`src/rtl/uart_pkg.sv`:
```
// Shared UART definitions: FSM state encoding, data width, baud divisor and parity helpers.
// Used by both the transmitter and the receiver.
package uart_pkg;

    localparam int UART_DATA_BITS = 8;

    typedef enum logic [2:0] {
        ST_IDLE   = 3'd0,
        ST_START  = 3'd1,
        ST_DATA   = 3'd2,
        ST_PARITY = 3'd3,
        ST_STOP   = 3'd4
    } uart_state_e;

    // Clock cycles per bit, floored by integer divide and clamped to the supported minimum of 4.
    function automatic int clks_per_bit(input int clk_freq, input int baud_rate);
        int quot;
        quot = clk_freq / baud_rate;
        if (quot < 4) begin
            return 4;
        end else begin
            return quot;
        end
    endfunction

    function automatic logic even_parity(input logic [UART_DATA_BITS-1:0] data);
        return ^data;
    endfunction

endpackage

```
`src/rtl/uart_sync2.sv`:
```
// Two-flop synchronizer for asynchronous board inputs; RESET_VAL sets the value held in reset.
module uart_sync2 #(
    parameter logic RESET_VAL = 1'b1
) (
    input  logic clk,
    input  logic reset,
    input  logic d,
    output logic q
);

    logic meta_r;
    logic sync_r;

    // Two-stage capture of the asynchronous input.
    always_ff @(posedge clk) begin
        if (reset) begin
            meta_r <= RESET_VAL;
            sync_r <= RESET_VAL;
        end else begin
            meta_r <= d;
            sync_r <= meta_r;
        end
    end

    assign q = sync_r;

endmodule

```
`src/rtl/uart_rx_deser.sv`:
```
// UART receiver: 8N1 deserializer with mid-bit sampling and registered valid/error strobes.
// Define UART_RX_PARITY_EN to receive 8E1 frames with an even-parity check.
module uart_rx_deser
    import uart_pkg::*;
#(
    parameter int CLK_FREQ  = 50_000_000,
    parameter int BAUD_RATE = 9600
) (
    input  logic                      clk,
    input  logic                      reset,
    input  logic                      uart_rxd,
    output logic [UART_DATA_BITS-1:0] uart_rx_data,
    output logic                      uart_rx_valid,
    output logic                      uart_rx_busy,
    output logic                      uart_rx_frame_err,
    output logic                      uart_rx_parity_err
);

    localparam int CPB   = clks_per_bit(CLK_FREQ, BAUD_RATE);
    localparam int HALF  = CPB / 2;
    localparam int CNT_W = $clog2(CPB + 1);
    localparam int BIT_W = $clog2(UART_DATA_BITS);

    localparam logic [CNT_W-1:0] CNT_HALF_LAST = CNT_W'(HALF - 1);
    localparam logic [CNT_W-1:0] CNT_BIT_LAST  = CNT_W'(CPB - 1);
    localparam logic [BIT_W-1:0] BIT_LAST      = BIT_W'(UART_DATA_BITS - 1);

    logic rxs_s;
    logic rxs_prev_r;
    logic fall_r;

    uart_state_e state_r;
    uart_state_e state_s;

    logic [CNT_W-1:0]          baud_cnt_r;
    logic [CNT_W-1:0]          baud_cnt_s;
    logic [BIT_W-1:0]          bit_cnt_r;
    logic [BIT_W-1:0]          bit_cnt_s;
    logic [UART_DATA_BITS-1:0] shift_r;
    logic [UART_DATA_BITS-1:0] shift_s;
    logic                      stop_bit_r;
    logic                      stop_bit_s;
    logic                      done_r;
    logic                      done_s;

    logic [UART_DATA_BITS-1:0] data_r;
    logic [UART_DATA_BITS-1:0] data_s;
    logic                      valid_r;
    logic                      valid_s;
    logic                      busy_r;
    logic                      frame_err_r;
    logic                      frame_err_s;
    logic                      parity_err_s;

`ifdef UART_RX_PARITY_EN
    logic par_bit_r;
    logic par_bit_s;
    logic parity_err_r;
`endif

    uart_sync2 #(
        .RESET_VAL(1'b1)
    ) u_sync (
        .clk   (clk),
        .reset (reset),
        .d     (uart_rxd),
        .q     (rxs_s)
    );

    // Registered start-edge detector on the synchronized line.
    always_ff @(posedge clk) begin
        if (reset) begin
            rxs_prev_r <= 1'b1;
            fall_r     <= 1'b0;
        end else begin
            rxs_prev_r <= rxs_s;
            fall_r     <= rxs_prev_r & ~rxs_s;
        end
    end

    // Next-state, datapath and strobe decode; STOP spends one extra cycle (done_r) issuing the result.
    always_comb begin
        state_s      = state_r;
        baud_cnt_s   = baud_cnt_r + CNT_W'(1);
        bit_cnt_s    = bit_cnt_r;
        shift_s      = shift_r;
        stop_bit_s   = stop_bit_r;
        done_s       = 1'b0;
        data_s       = data_r;
        valid_s      = 1'b0;
        frame_err_s  = 1'b0;
        parity_err_s = 1'b0;
`ifdef UART_RX_PARITY_EN
        par_bit_s    = par_bit_r;
`endif
        case (state_r)
            ST_IDLE: begin
                baud_cnt_s = '0;
                bit_cnt_s  = '0;
                if (fall_r) begin
                    state_s = ST_START;
                end else begin
                    state_s = ST_IDLE;
                end
            end
            ST_START: begin
                if (baud_cnt_r == CNT_HALF_LAST) begin
                    baud_cnt_s = '0;
                    // A high line at mid start bit means the edge was noise.
                    if (rxs_s) begin
                        state_s = ST_IDLE;
                    end else begin
                        state_s = ST_DATA;
                    end
                end else begin
                    state_s = ST_START;
                end
            end
            ST_DATA: begin
                if (baud_cnt_r == CNT_BIT_LAST) begin
                    baud_cnt_s = '0;
                    shift_s    = {rxs_s, shift_r[UART_DATA_BITS-1:1]};
                    bit_cnt_s  = bit_cnt_r + BIT_W'(1);
                    if (bit_cnt_r == BIT_LAST) begin
`ifdef UART_RX_PARITY_EN
                        state_s = ST_PARITY;
`else
                        state_s = ST_STOP;
`endif
                    end else begin
                        state_s = ST_DATA;
                    end
                end else begin
                    state_s = ST_DATA;
                end
            end
`ifdef UART_RX_PARITY_EN
            ST_PARITY: begin
                if (baud_cnt_r == CNT_BIT_LAST) begin
                    baud_cnt_s = '0;
                    par_bit_s  = rxs_s;
                    state_s    = ST_STOP;
                end else begin
                    state_s = ST_PARITY;
                end
            end
`endif
            ST_STOP: begin
                if (done_r) begin
                    baud_cnt_s  = '0;
                    state_s     = ST_IDLE;
                    frame_err_s = ~stop_bit_r;
`ifdef UART_RX_PARITY_EN
                    parity_err_s = (par_bit_r != even_parity(shift_r));
`else
                    parity_err_s = 1'b0;
`endif
                    valid_s = stop_bit_r & ~parity_err_s;
                    if (valid_s) begin
                        data_s = shift_r;
                    end else begin
                        data_s = data_r;
                    end
                end else if (baud_cnt_r == CNT_BIT_LAST) begin
                    baud_cnt_s = '0;
                    stop_bit_s = rxs_s;
                    done_s     = 1'b1;
                    state_s    = ST_STOP;
                end else begin
                    state_s = ST_STOP;
                end
            end
            default: begin
                state_s    = ST_IDLE;
                baud_cnt_s = '0;
                bit_cnt_s  = '0;
            end
        endcase
    end

    // FSM, datapath and output registers.
    always_ff @(posedge clk) begin
        if (reset) begin
            state_r     <= ST_IDLE;
            baud_cnt_r  <= '0;
            bit_cnt_r   <= '0;
            shift_r     <= '0;
            stop_bit_r  <= 1'b1;
            done_r      <= 1'b0;
            data_r      <= '0;
            valid_r     <= 1'b0;
            busy_r      <= 1'b0;
            frame_err_r <= 1'b0;
        end else begin
            state_r     <= state_s;
            baud_cnt_r  <= baud_cnt_s;
            bit_cnt_r   <= bit_cnt_s;
            shift_r     <= shift_s;
            stop_bit_r  <= stop_bit_s;
            done_r      <= done_s;
            data_r      <= data_s;
            valid_r     <= valid_s;
            busy_r      <= (state_s != ST_IDLE);
            frame_err_r <= frame_err_s;
        end
    end

`ifdef UART_RX_PARITY_EN
    // Parity capture and parity-error strobe register.
    always_ff @(posedge clk) begin
        if (reset) begin
            par_bit_r    <= 1'b0;
            parity_err_r <= 1'b0;
        end else begin
            par_bit_r    <= par_bit_s;
            parity_err_r <= parity_err_s;
        end
    end

    assign uart_rx_parity_err = parity_err_r;
`else
    assign uart_rx_parity_err = 1'b0;
`endif

    assign uart_rx_data      = data_r;
    assign uart_rx_valid     = valid_r;
    assign uart_rx_busy      = busy_r;
    assign uart_rx_frame_err = frame_err_r;

endmodule

```
`config.mk`:
```
export PLATFORM = sky130hd
export DESIGN_NAME = uart_rx_deser
export DESIGN_NICKNAME = d
export VERILOG_FILES = /design/src/rtl/uart_pkg.sv /design/src/rtl/uart_sync2.sv /design/src/rtl/uart_rx_deser.sv
export SDC_FILE = /design/constraint.sdc
export NUM_CORES = 1
export LEC_CHECK = 0
export BUFFER_PORTS_ARGS = -buffer_cell sky130_fd_sc_hd__buf_4
export CORE_ASPECT_RATIO = 0.7
export CORE_MARGIN = 2
export CORE_UTILIZATION = 35
export CTS_BUF_LIST = sky130_fd_sc_hd__clkbuf_16
export DETAILED_ROUTE_END_ITERATION = 8
export GPL_TIMING_DRIVEN = 1
export PLACE_DENSITY = 0.55
export REMOVE_ABC_BUFFERS = 1
export SLEW_MARGIN = 20
export SYNTH_ARGS = -nofsm -noshare
export SYNTH_HDL_FRONTEND = slang
export SYNTH_SLANG_ARGS = --single-unit
export TNS_END_PERCENT = 10
```
`constraint.sdc`:
```
create_clock -name clk -period 2.1 [get_ports clk]
set_input_delay 0.105 -clock clk [delete_from_list [all_inputs] [get_ports clk]]
set_output_delay 0.105 -clock clk [all_outputs]
set_load 0.01 [all_outputs]
```
Yosys cells after proc, flatten, opt, wreduce, memory -nomap -nowiden:

Cells that the tools add are included.
Widths: inputs -> output; s select.

* add/subtract/negate cells: 2
* equal/unequal tests: 7
* multiplexer cells: 14
* bitwise logic cells: 6
* reduce and logical (&&, ||, !) cells: 9

Operators by type and width (count)
* $mux 13: 3
* $pmux 13 s3: 1
* $mux 3: 5
* $add 13x1->13 const B: 1
* $eq 13x12->1 const B: 1
* $eq 13x13->1 const B: 1
* $pmux 3 s4: 1
* $eq 3x3->1 const B: 2
* $pmux 3 s2: 1
* $reduce_and 3->1: 2
* $reduce_or 3->1: 2
* $not 1->1: 5
* $reduce_and 2->1: 2
* $add 3x1->3 const B: 1
* $eq 3x1->1 const B: 1
* $eq 3x2->1 const B: 1
* $logic_not 3->1: 1
* $reduce_bool 3->1: 1
* $mux 1: 2
* $mux 2: 1
* $ne 2x2->1 const B: 1
* $reduce_or 2->1: 1
* $and 1x1->1: 1

* bits in registers: 44
* bits of input ports: 3
* logic and storage cells: 52

Longest topological paths before layout:

* depth in word-level cells: 5
* gate-level depth with buffers: 6
* gate-level depth less buffers: 6

Modules after synthesis:

Synthesis repeated with hierarchy kept, for this count alone.

* cells, all modules: 207
* area, all modules: 1906.8 um2

By module, submodules not included
* uart_rx_deser: instances 1, cells an instance 203, area an instance 1854.3 um2, sequential area each 840.8 um2
* uart_sync2: instances 1, cells an instance 4, area an instance 52.6 um2, sequential area each 40.0 um2

Least setup slack after synthesis:

No wires, ideal clock.

* path kind: reg2reg
* from: register baud_cnt_r[0]
* to: register baud_cnt_r[10]
* library setup time: 0.073 ns
* data arrival time: 1.580 ns
* slack: 0.447 ns
* stages on the path, launching flop included: 7
* buffers on the path: 1
* path through: dfxtp_1 -> ha_1 -> nor3b_2 -> and4_4 -> o32a_4 -> buf_6 -> nor3_2

* word-level cells in the longest chain between the ends: 4
* elaborated cells between the ends (all ways): 7

Ends and longest elaborated chain
* start, declared: line uart_rx_deser.sv:35 `logic [CNT_W-1:0] baud_cnt_r;`
* start signal, assigned: line uart_rx_deser.sv:196 `baud_cnt_r <= baud_cnt_s;`
* $add 13x1->13 / $eq 13x13->1 (equally long branches): line uart_rx_deser.sv:84, uart_rx_deser.sv:120, uart_rx_deser.sv:164
* $mux 13: line uart_rx_deser.sv:120, uart_rx_deser.sv:164
* $mux 13: line uart_rx_deser.sv:149 `if (done_r) begin`
* $pmux 13 s3 (*): line uart_rx_deser.sv:96 `case (state_r)`

Every way passes the cells marked *; elsewhere a longest branch is shown, timed or not.
A chain may end at the register's enable or synchronous reset.

Worst setup path in the final report:

* from: register baud_cnt_r[0]
* to: register busy_r, in the netlist uart_rx_busy

* word-level cells in the longest chain between the ends: 4
* elaborated cells between the ends (all ways): 6

Ends and longest elaborated chain
* $eq 13x13->1 / $eq 13x12->1 (equally long branches): line uart_rx_deser.sv:120, uart_rx_deser.sv:107
* $mux 3 (on tied branches): line uart_rx_deser.sv:120, uart_rx_deser.sv:107
* $pmux 3 s4 (*): line uart_rx_deser.sv:96
* $reduce_bool 3->1 (*): line uart_rx_deser.sv:203 `busy_r <= (state_s != ST_IDLE);`
* end signal, assigned: line uart_rx_deser.sv:203
* end, declared: line uart_rx_deser.sv:50 `logic busy_r;`

Marked as above.

==> metrics.md <==
| Metric | Value |
|---|---|
| Clk network pwr share | `0.497` |
| CTS Buf Count | `5` |
| Cell variety after synth | `47` |
| CP cell instances | `ha_1 -> nor3b_2 -> and4_1 -> a211oi_1 -> or3_1` |
| WP depth | `5` |
| Status | `finished clean` |
| Drt first pass iters | `4` |
| Post-CTS Setup Repair Bufs | `0` |
| Die width | `between 90 and 100 um` |
| Detail Route Antenna Nets | `0` |
| Power share of the sequential group | `0.484` |
| Pin count of the biggest net entering global routing | `28` |
| Final hold vios | `0` |
| Initial DRC Count | `80` |
| Unrepaired setup endpoints after global routing | `false` |
| Vias in the first global route | `between 1000 and 1500` |
| Internal power | `1.408 mW` |
| Reg clk slew, reported paths | `roughly 0.060 ns` |
| Clock period minus worst slack | `about 1.8 ns` |
| Clock Sinks | `44` |
| Initial Util | `0.3711` |
| CP endpoint kind | `flip-flop` |
| Ys Warns | `0` |
| CP bufs+invs | `0` |
| H-Tree Depth | `2` |
| Hold WS | `approximately 0.18 ns` |
| Top-area cell type share of the netlist area | `0.4444` |
| Flop-to-flop setup slack | `between 0.2 and 0.3 ns` |
| CTS tree | `yes` |
| FMAX | `541.4 MHz` |
| Switching share of power | `0.1914` |
| VDD IR max | `~0.00039 V` |
| Required time worst endpoint | `about 2.3 ns` |
| DP Worst Slack | `roughly 0.28 ns` |
| Seq/Total Area, Yosys | `0.4444` |
| Sw Pwr | `about 0.33 mW` |
| Layout Skew | `roughly 0.0049 ns` |
| Measured slew at the worst slew-check pin | `~0.57 ns` |
| #FFs+latches synth | `44` |
| Gate power share | `0.019` |
| Fill cells | `~550` |
| Core area | `about 5300 um^2` |
| Post-synth EDFFs | `0` |
| Die ar. | `approximately 6300 um^2` |
| Most frequent cells after synthesis | `44 x dfxtp_1, 17 x nor2_1, 12 x nand2_1, 11 x nand3_1` |
| Syn Inst Count | `206` |
| DRC Markers | `0` |
| CTS Hold Bufs | `1` |
| Die Ht | `around 67 um` |
| Num rows | `22` |
| # diodes | `0` |
| GR Util All Layers | `0.1390` |
| Fraction of registers with async set/reset | `0` |
| Wire length on met3 | `between 100 and 150 um` |
| Max-Cap Viols | `0` |
| Most common cell in the netlist | `dfxtp_1` |
| Detailed Place HPWL | `about 2.5 mm` |
| Worst-Skew Late Latency | `around 0.28 ns` |
| Nets | `roughly 220` |
| Area Growth Syn to Fin | `16.29%` |
| Synth top area cells | `dfxtp_1 44%, nor3_2 5.1%, mux2i_1 4.0%` |
| Remaining global-route overflow | `0` |
| Post-Synthesis Cell Area | `roughly 2000 um^2` |
| Worst min path class | `in2reg` |
| Setup WS post-layout | `0.2531 ns` |
| Pins Over Slew Limit | `0` |
| Max Used Layer | `met4` |
| Port Buffers | `13` |
| Final setup vio count | `0` |
| Family with the most delay on the worst path | `simple AND/OR/NAND/NOR gates` |
| Via Count | `roughly 1400` |
| Most used flip-flop cell after synthesis | `dfxtp_1` |
| Met2 routed WL | `roughly 1.3 mm` |
| Gpl congestion | `between 0.8 and 0.9` |
| Syn avg cell area | `9.621 um^2` |
| Global-route wire length before repair | `~6.7 mm` |
| Average wire per standard cell | `12.64 um` |
| Hold path cells | `2` |
| Critical path peak fanout | `5` |
| Slowest CP cell | `dfxtp_1` |
| DRT met1 WL | `between 2 and 2.5 mm` |
| Share of cells above drive strength 1 | `0.2202` |
| Max-Slew Margin vs Limit | `0.6223` |
| Pwr/cell area | `between 700 and 800 nW/um^2` |
| Vias/cell | `roughly 5` |
| Period utilization | `0.8795` |
| # IOs | `15` |
| R2R cell count | `5` |
| Leading area contributor after synthesis | `dfxtp_1` |
| Total wire length | `3.667 mm` |
| Worst setup SP type | `flip-flop` |
| Post_cts resized | `0` |
| Total power | `between 1.5 and 2 mW` |
| Crit path largest cell delay | `0.40 ns` |
| Antenna violations before repair | `0` |
| Leakage | `0.7822 nW` |
| WS Path Type | `reg2reg` |
| CTS root buf | `clkbuf_16` |
| CTS Buffer Depth | `2` |
| CP arrival | `about 2 ns` |
[per-stage QoR]
stage,instances,TNS (ns),instance area [um^2],util
final,290,0,2305,0.4316
after detailed placement,281,0,2127,0.3983
after global placement,281,0,2127,0.3983
after global routing,290,0,2305,0.4316
after CTS,290,0,2305,0.4316
after floorplan,191,-3.692,1896,-
[layer usage]
metal  up-vias  GRT usage
met5         -          0
li1        751          -
met1       657     0.2070
met2        24     0.1804
met4         0    0.07065
met3         7    0.03394
[path summary, 6_finish.rpt]
path | startpoint | to
max | baud_cnt_r[0] | uart_rx_busy
min | reset | uart_rx_data[2]
max reg2reg | baud_cnt_r[0] | uart_rx_busy
min reg2reg | u_sync.meta_r | u_sync.q
[state kept, by name (all words and copies together) (netlist names), 3 cells and up]
register      cells
state_r           3
uart_rx_data      8
shift_r           8
bit_cnt_r         3
baud_cnt_r       13
[layout make-up]
class | instances | area [um^2] | area share
multi-input combinational | 143 | 1006 | 0.4365
sequential | 44 | 880.8 | 0.3822
timing repair buffer | 19 | 145.1 | 0.06297
clock buffer | 5 | 125.1 | 0.05429
tap | 72 | 90.09 | 0.03909
clock inverter | 3 | 42.54 | 0.01846
inverter | 4 | 15.01 | 0.006515
[power groups by stage]
stage	clock, mW	sequential [mW]	combinational, mW
floorplan	0	0.861	0.0146
global placement	0	0.862	0.0311
detailed placement	0	0.861	0.0312
CTS	0.894	0.843	0.0329
global route	0.927	0.843	0.0367
finish	0.865	0.843	0.0325
[cells in the final DEF (no fill, tap or decap), drive strengths merged, types with 7 or more instances in the layout]
| cell | n |
|---|---|
| nand2 | 12 |
| dfxtp | 44 |
| a21oi | 10 |
| nor3 | 15 |
| mux2i | 8 |
| o21ai | 10 |
| buf | 18 |
| nand3 | 11 |
| nor2 | 17 |
| xnor2 | 7 |
[logic make-up after synthesis]
logic type / synth area share
buffers and inverters: 0.05113
muxes: 0.04041
adders and majority gates: 0.01894
DFF: 0.4444
xor gates and xnor gates: 0.05303
and+or+nand+nor: 0.2923
other: 0.001892
AOI/OAI and AO/OA: 0.09786
Note: power is estimated with default switching activity, not from simulation.
